$ cat src/rtl/volume_ctrl_if.sv
// Sample/level-request bundle for the volume stage.
//  sound_i  source -> volume stage   unsigned PCM sample
//  up_i     source -> volume stage   step attenuation index up (quieter)
//  down_i   source -> volume stage   step attenuation index down (louder)
//  sound_o  volume stage -> driver   attenuated sample
// master: the side that drives samples and requests; slave: the volume stage.
interface volume_ctrl_if #(
  parameter int width_p = 24
);
  logic [width_p-1:0] sound_i;
  logic               up_i;
  logic               down_i;
  logic [width_p-1:0] sound_o;

  modport master (
    output sound_i,
    output up_i,
    output down_i,
    input  sound_o
  );

  modport slave (
    input  sound_i,
    input  up_i,
    input  down_i,
    output sound_o
  );
endinterface

$ cat src/rtl/volume_ctrl.sv
// Digital volume stage: attenuates an unsigned PCM sample by a logical right
// shift selected by a 3-bit attenuation index.
//  clk_i    single clock, index updates on rising edge
//  reset_i  asynchronous active-low reset, loads shift_init_p
//  bus      volume_ctrl_if.slave: sound_i, up_i, down_i in; sound_o out
// The index steps once per clock while up_i or down_i is held, saturating at
// shift_min_p / shift_max_p. The output path is purely combinational.
module volume_ctrl #(
  parameter int width_p      = 24,
  parameter int shift_init_p = 3,
  parameter int shift_min_p  = 1,
  parameter int shift_max_p  = 7
) (
  input  logic          clk_i,
  input  logic          reset_i,
  volume_ctrl_if.slave  bus
);

  localparam logic [2:0] ShiftInit = 3'(shift_init_p);
  localparam logic [2:0] ShiftMin  = 3'(shift_min_p);
  localparam logic [2:0] ShiftMax  = 3'(shift_max_p);

  logic [2:0]         shift_q;
  logic [2:0]         shift_d;
  logic [width_p-1:0] sound_s;

  // Saturating one-step update; simultaneous up/down requests cancel.
  function automatic logic [2:0] step_shift(input logic [2:0] cur,
                                            input logic       up,
                                            input logic       dn);
    logic [2:0] nxt;
    nxt = cur;
    case ({up, dn})
      2'b10:   if (cur < ShiftMax) nxt = cur + 3'd1;
      2'b01:   if (cur > ShiftMin) nxt = cur - 3'd1;
      default: nxt = cur;
    endcase
    return nxt;
  endfunction

  always_comb begin
    shift_d = step_shift(shift_q, bus.up_i, bus.down_i);
  end

  always_ff @(posedge clk_i or negedge reset_i) begin
    if (!reset_i) shift_q <= ShiftInit;
    else          shift_q <= shift_d;
  end

  // Logical shift, zero fill; index never reaches 0 so there is no pass-through.
  assign sound_s     = bus.sound_i >> shift_q;
  assign bus.sound_o = sound_s;

endmodule

$ cat src/flat_wrapper.sv
// flat-port wrapper written by rule: the top's interface ports become plain ports
module volume_ctrl_flat 
#(
  parameter int width_p      = 24,
  parameter int shift_init_p = 3,
  parameter int shift_min_p  = 1,
  parameter int shift_max_p  = 7
)
  (clk_i, reset_i, bus_sound_i, bus_up_i, bus_down_i, bus_sound_o);
  volume_ctrl_if #(.width_p(width_p)) bus_i ();
  input  logic clk_i;
  input  logic reset_i;
  input wire logic [$bits(bus_i.sound_i)-1:0] bus_sound_i;
  input wire logic [$bits(bus_i.up_i)-1:0] bus_up_i;
  input wire logic [$bits(bus_i.down_i)-1:0] bus_down_i;
  output wire logic [$bits(bus_i.sound_o)-1:0] bus_sound_o;
  assign bus_i.sound_i = bus_sound_i;
  assign bus_i.up_i = bus_up_i;
  assign bus_i.down_i = bus_down_i;
  assign bus_sound_o = bus_i.sound_o;
  volume_ctrl #(.width_p(width_p), .shift_init_p(shift_init_p), .shift_min_p(shift_min_p), .shift_max_p(shift_max_p)) u_core (.clk_i(clk_i), .reset_i(reset_i), .bus(bus_i));
endmodule
$ cat config.mk
export PLATFORM = sky130hd
export DESIGN_NAME = volume_ctrl_flat
export DESIGN_NICKNAME = d
export VERILOG_FILES = /design/src/rtl/volume_ctrl_if.sv /design/src/rtl/volume_ctrl.sv /design/src/flat_wrapper.sv
export SDC_FILE = /design/constraint.sdc
export NUM_CORES = 1
export LEC_CHECK = 0
export CORE_ASPECT_RATIO = 1.4
export CORE_MARGIN = 3
export CORE_UTILIZATION = 41
export DETAILED_ROUTE_END_ITERATION = 16
export PLACE_DENSITY_LB_ADDON = 0.12
export SLEW_MARGIN = 10
export SYNTH_ARGS = -nofsm -noshare
export SYNTH_HDL_FRONTEND = slang
export SYNTH_SLANG_ARGS = --single-unit
$ cat constraint.sdc
create_clock -name clk_i -period 2.3 [get_ports clk_i]
set_input_delay 0.23 -clock clk_i [delete_from_list [all_inputs] [get_ports clk_i]]
set_output_delay 0.23 -clock clk_i [all_outputs]
set_load 0.1 [all_outputs]
==> results of run 1 <==
==> final cells by class <==
| cell class | count | area (um^2) |
|---|---|---|
| Clock buffer | 4 | 26.28 |
| Sequential cell | 3 | 77.57 |
| Timing Repair Buffer | 59 | 818.3 |
| Multi-Input combinational cell | 102 | 970.9 |
| Fill cell | 170 | 470.5 |
| Inverter | 3 | 11.26 |
| Tap cell | 34 | 42.54 |
==> Yosys cell counts <==
cell,instances,area share [%]
nand2_1,29,10
mux2i_1,12,11
a21oi_1,8,3.8
mux2_2,8,8.6
mux4_1,8,20
nor2_1,6,2.2
o21ai_0,5,2.4
buf_2,4,1.9
mux4_2,4,8.6
xnor2_1,4,3.3
ha_1,3,3.6
and2_1,2,1.2
clkbuf_1,2,0.72
clkinv_1,2,0.72
dfstp_2,2,5.0
nor3_1,2,0.96
o31ai_1,2,1.4
a211oi_1,1,0.72
a311o_1,1,0.96
a31oi_1,1,0.60
and3_1,1,0.60
and4b_1,1,0.96
buf_1,1,0.36
buf_12,1,1.9
buf_4,1,0.72
buf_6,1,1.1
dfrtp_1,1,2.4
inv_1,1,0.36
nand2b_1,1,0.60
nor2_2,1,0.60
nor2b_1,1,0.60
o21bai_2,1,1.1
==> final timing paths <==
| path | startpoint | end | slack [ps] |
|---|---|---|---|
| max | u_core.shift_q[0]$_DFFE_PN1P_ | bus_sound_o[10] | 30 |
| min | reset_i | u_core.shift_q[2]$_DFFE_PN0P_ | 170 |
| max reg2reg | u_core.shift_q[1]$_DFFE_PN1P_ | u_core.shift_q[2]$_DFFE_PN0P_ | 360 |
| min reg2reg | u_core.shift_q[0]$_DFFE_PN1P_ | u_core.shift_q[0]$_DFFE_PN1P_ | 680 |
| max in group asynchronous | reset_i | u_core.shift_q[0]$_DFFE_PN1P_ | 1910 |
| min in group clk_i | u_core.shift_q[0]$_DFFE_PN1P_ | u_core.shift_q[0]$_DFFE_PN1P_ | 680 |
==> stage by stage <==
| step | cells | instance area [um^2] | TNS (ps) | util, % | setup slack [ps] |
|---|---|---|---|---|---|
| CTS | 205 | 1933 | -38.14 | 79.97 | -11.64 |
| global placement | 201 | 1901 | 0 | 78.62 | 274.5 |
| floorplan | 118 | 1117 | -943.4 | - | -427.8 |
| finish | 205 | 1947 | 0 | 80.54 | 26.29 |
| global route | 205 | 1947 | -286.7 | 80.54 | -59.13 |
| detailed placement | 201 | 1901 | 0 | 78.62 | 246.5 |
==> layer usage <==
metal | global-route usage (%) | part of all wire [%] | routed length [um]
met5 | 0 | 0 | 0
met4 | 11.74 | 3.7 | 127
met3 | 2.494 | 4.0 | 136
met2 | 44.22 | 56 | 1912
met1 | 23.87 | 37 | 1262
==> what timing repair did <==
action                                  4_1_cts  5_1_grt
resized for setup                             1        4
buffers inserted                              0        0
endpoints found under the setup margin        5       11
==> cell families (layout without fill, tap and decap cells) <==
group | after synthesis | in the layout | share of synthesized area, %
buffers and inverters | 13 | 66 | 7.775
flip-flops | 3 | 3 | 7.416
adder cells (fa/ha/maj) | 3 | 3 | 3.589
multiplexers | 32 | 32 | 48.80
XOR/XNOR | 4 | 4 | 3.349
AND/OR/NAND/NOR | 44 | 44 | 18.06
AO/OA/AOI/OAI | 19 | 19 | 11.00
==> worst reg2reg max path: stages, from the launching register on <==
cell	delay [ps]
dfstp_2	640
inv_1	150
ha_1	200
o21bai_2	180
a311o_1	430
nor2_2	140
xnor2_1	110
==> impl_results.md, run 1 <==
* Avg WL per Cell at 16.77 um
* Bufs and invs on worst path at 2
* FF+latch count, synth at 3
* Reg2Reg Depth at 6
* Syn Nets at 149
* Die ar. at 0.003202 mm^2
* Hold Vio Cnt, Final at 0
* Total grt overflow at 0
* Syn Inst Count at 118
* Register name with the most flops: u_core.shift_q
* ANT cells at 0
* Boundary pin count at 52
* Post-synth cell types at 32
* Hpwl dp at between 2 and 3 mm
* Worst setup SP type: flop
* CTS Hold Bufs at 0
* Initial Util at a little over two fifths
* Max-cap viol count at 0
* Htree depth at 1
* Clock Sinks at 3
* Vias in the first global route at 1209
* Min-Delay Path Class: in -> async
* Row Count at 21
* Area growth, synth to finish at 86.12%
* Slew Limit Headroom at 63.32%
* Worst EP arrival at 2040 ps
* Fin. max-slew vios at 0
* Die height at around 66 um
* Synthesis Warnings at 0
* RePlAce Congestion at 0.8378
* First-pass GRT wire length at 5.706 mm
* DR iter-0 viols at 30
* Worst clock skew at 0.1127 ps
* RSZ-0062 raised after global routing: yes
* DR vias at ~1200
* Syn avg cell area at 8.864 um^2
* IO buf count at 51
* Setup-failing EPs final at 0
* Largest net degree at the start of global routing at 21
* CP max-delay cell: mux4_1
* Crit path time final at around 2300 ps
* DRC viols at 0
* Top flop regs: u_core.shift_q x3
* Worst Tran Pin Value at 546.9 ps
* Routed vias/inst at 5.707
* Reg clk slew, reported paths at 40 ps
* Crit-path leading delay family: multiplexers
* Max clock buf depth at 2
* WP data required at 2070 ps
* Period utilisation layout at between 90% and 100%
* Fin nets at 203
* Number of CTS-inserted buffers at 3
* Initial DRT Pass Iterations at 4
* Commonest non-fill, non-tap cell in the layout: nand2_1
* Total track usage at 22.83%
* CTS tree: built
* WL final at roughly 3.4 mm
* Min Hold Slack at 173.0 ps
* Fmax at 439.8 MHz
* CORE AREA at between 0.002 and 0.0025 mm^2
* Die W at 48.69 um
* Synthesized cell area at 0.001046 mm^2
* Layout cells sized above 1 at 38.60%
* Worst-Skew Late Latency at ~240 ps
* Initial antenna violation count at 0
* Max FFs per register at 3
* Crit-path cells: buf_6 > mux4_1 > mux2_2 > buf_12
* Crit path kind: reg -> out
* Antenna viol nets, final at 0
* CP peak stage delay at 600 ps
* CP Max Fanout at 10
* Sequential cell area fraction in the yosys report at 7.416%
* Status: finished, final reports clean
* CP Depth at 4
* Most frequent cells in the layout: nand2_1 (29), clkdlybuf4s50_1 (27), buf_12 (24), mux2i_1 (11)
* Clk Tree Root Cell: clkbuf_4
* Crit path capture type: output pin
Power of run 1 is not shown: default switching activity piles up to over one toggle a cycle in this logic, so the estimate is an artifact.
==> run 2, diff against run 1 <==
--- a/config.mk
+++ b/config.mk
@@ -6,7 +6,7 @@
 export NUM_CORES = 1
 export LEC_CHECK = 0
 export CORE_ASPECT_RATIO = 1.4
-export CORE_MARGIN = 3
+export CORE_MARGIN = 2
 export CORE_UTILIZATION = 41
 export DETAILED_ROUTE_END_ITERATION = 16
 export PLACE_DENSITY_LB_ADDON = 0.12
==> impl_results.md, run 2 (synthesis gave the netlist of run 1 again) <==
* Worst Tran Pin Value at ~540 ps
* First-pass GRT wire length at between 5 and 6 mm
* Fin. max-slew vios at 0
* Fin nets at 205
* Hold Vio Cnt, Final at 0
* Commonest non-fill, non-tap cell in the layout: nand2_1
* Setup TNS Final at 0 ps
* Initial Util at 43.27%
* Initial antenna violation count at 0
* ANT cells at 0
* IO buf count at 51
* Initial DRT Pass Iterations at 4
* Worst EP arrival at 2070 ps
* Die W at 46.69 um
* Clk Tree Root Cell: clkbuf_4
* DP Cell Count at 201
* Non-filler instance count after layout at between 200 and 250
* Die height at 63.77 um
* Vias in the first global route at between 1000 and 1500
* Worst-Skew Late Latency at 230 ps
* Crit path capture type: output pin
* Crit path time final at 2299 ps
* CP Max Fanout at 9
* Setup-failing EPs final at 0
* Worst clock skew at about 4.3 ps
* Core Util, Final at 82.14%
* Most frequent cells in the layout: nand2_1 (29), clkdlybuf4s50_1 (27), buf_12 (24), mux2i_1 (12), buf_4 (8)
* Area growth, synth to finish at 89.83%
* Antenna viol nets, final at 0
* Total grt overflow at 0
* WP data required at 2070 ps
* Max FFs per register at 3
* CTS tree: built
* Boundary pin count at 52
* Die ar. at 0.002977 mm^2
* Reg clk slew, reported paths at 40 ps
* DR iter-0 viols at 39
* Period utilisation layout at roughly 100%
* Slew Limit Headroom at 64.07%
* Row Count at 21
* Fmax at about 440 MHz
* Hpwl dp at 2.741 mm
* RePlAce Congestion at a little over 0.8
* Largest net degree at the start of global routing at 17
* Status: finished, final reports clean
* Max clock buf depth at 2
* WL final at 3.464 mm
* DR vias at 1207
* Crit path kind: reg -> out
* Reg area at 81.33 um^2
* Min-Delay Path Class: in -> async
* DRC viols at 0
* Layout cells sized above 1 at 38.73%
* Routed vias/inst at about 5.8
* Register name with the most flops: u_core.shift_q
* Worst setup SP type: flop
* Top flop regs: u_core.shift_q x3
* Avg WL per Cell at 16.73 um
* Htree depth at 1
* Clock Sinks at 3
* Total track usage at 25.66%
* Area of the multi-input gates at 983.4 um^2
* CORE AREA at 0.002417 mm^2
* Fillers at 161
* Number of CTS-inserted buffers at 3
* RSZ-0062 raised after global routing: yes
* Max-cap viol count at 0
-- run 2: cell types whose count changed in the layout (fill, tap and decap cells not counted), moves of 2 or more --
cell / before / now
buf_4: 6 / 8
buf_6: 2 / 0
buf_8: 0 / 2
mux2_2: 8 / 6
mux2_4: 0 / 2
-- run 2: layer usage --
layer / vias to the layer above / share of wire, % / wire length [um] / global-route usage (%)
met5: - / 0 / 0 / 0
met4: 0 / 2.7 / 94 / 8.681
met3: 8 / 3.9 / 136 / 1.130
met2: 54 / 58 / 2018 / 48.26
met1: 593 / 35 / 1215 / 28.73
li1: 552 / - / - / -
-- run 2: critical path, stage by stage (launching register included) --
cell,delay (ps)
dfstp_4,690
buf_8,160
mux4_2,520
mux2_4,300
buf_12,170
-- run 2: cell type report --
type	count	share of cell area, %
Sequential cell	3	4.096
Tap cell	34	2.142
Inverter	3	0.5671
Timing Repair Buffer	61	42.34
Clock buffer	4	1.323
Multi-Input combinational cell	102	49.53
-- run 2: path summary, 6_finish.rpt --
check                                                    from                             to  slack (ps)  depth (start not counted)
max in group asynchronous                             reset_i  u_core.shift_q[1]$_DFFE_PN1P_        1890                          1
worst min register to register  u_core.shift_q[1]$_DFFE_PN1P_  u_core.shift_q[1]$_DFFE_PN1P_         750                          2
worst max-delay path            u_core.shift_q[0]$_DFFE_PN1P_                bus_sound_o[10]           1                          4
worst min-delay path                                  reset_i  u_core.shift_q[2]$_DFFE_PN0P_         190                          1
worst max register to register  u_core.shift_q[1]$_DFFE_PN1P_  u_core.shift_q[2]$_DFFE_PN0P_         300                          6
min in group clk_i              u_core.shift_q[1]$_DFFE_PN1P_  u_core.shift_q[1]$_DFFE_PN1P_         750                          2
-- run 2: through the flow --
step / hold WS (ps) / setup WS, ps / area (um^2)
2_1_floorplan: -65.59 / -427.8 / 1117
3_3_place_gp: 415.8 / 205.6 / 1901
3_5_place_dp: 426.2 / 157.0 / 1901
4_1_cts: 185.7 / 5.373 / 1963
5_1_grt: 193.0 / -40.45 / 1986
6_report: 189.3 / 1.355 / 1986
-- run 2: what timing repair did --
| item | in CTS | in global routing |
|---|---|---|
| hold buffers | 0 | 0 |
| setup buffers | 2 | 0 |
| hold endpoints to repair | 0 | 0 |
| endpoints found under the setup margin | 9 | 10 |
| gates resized for setup | 6 | 6 |
Power of run 2 is left out for the same reason.
==> run 3, diff against run 2 <==
--- a/config.mk
+++ b/config.mk
@@ -8,6 +8,7 @@
 export CORE_ASPECT_RATIO = 1.4
 export CORE_MARGIN = 2
 export CORE_UTILIZATION = 41
+export CTS_CLUSTER_SIZE = 10
 export DETAILED_ROUTE_END_ITERATION = 16
 export PLACE_DENSITY_LB_ADDON = 0.12
 export SLEW_MARGIN = 10
==> results of run 3 <==
The final DEF is identical to that of run 2; final timing and power are the same.
Power of run 3 is left out for the same reason.
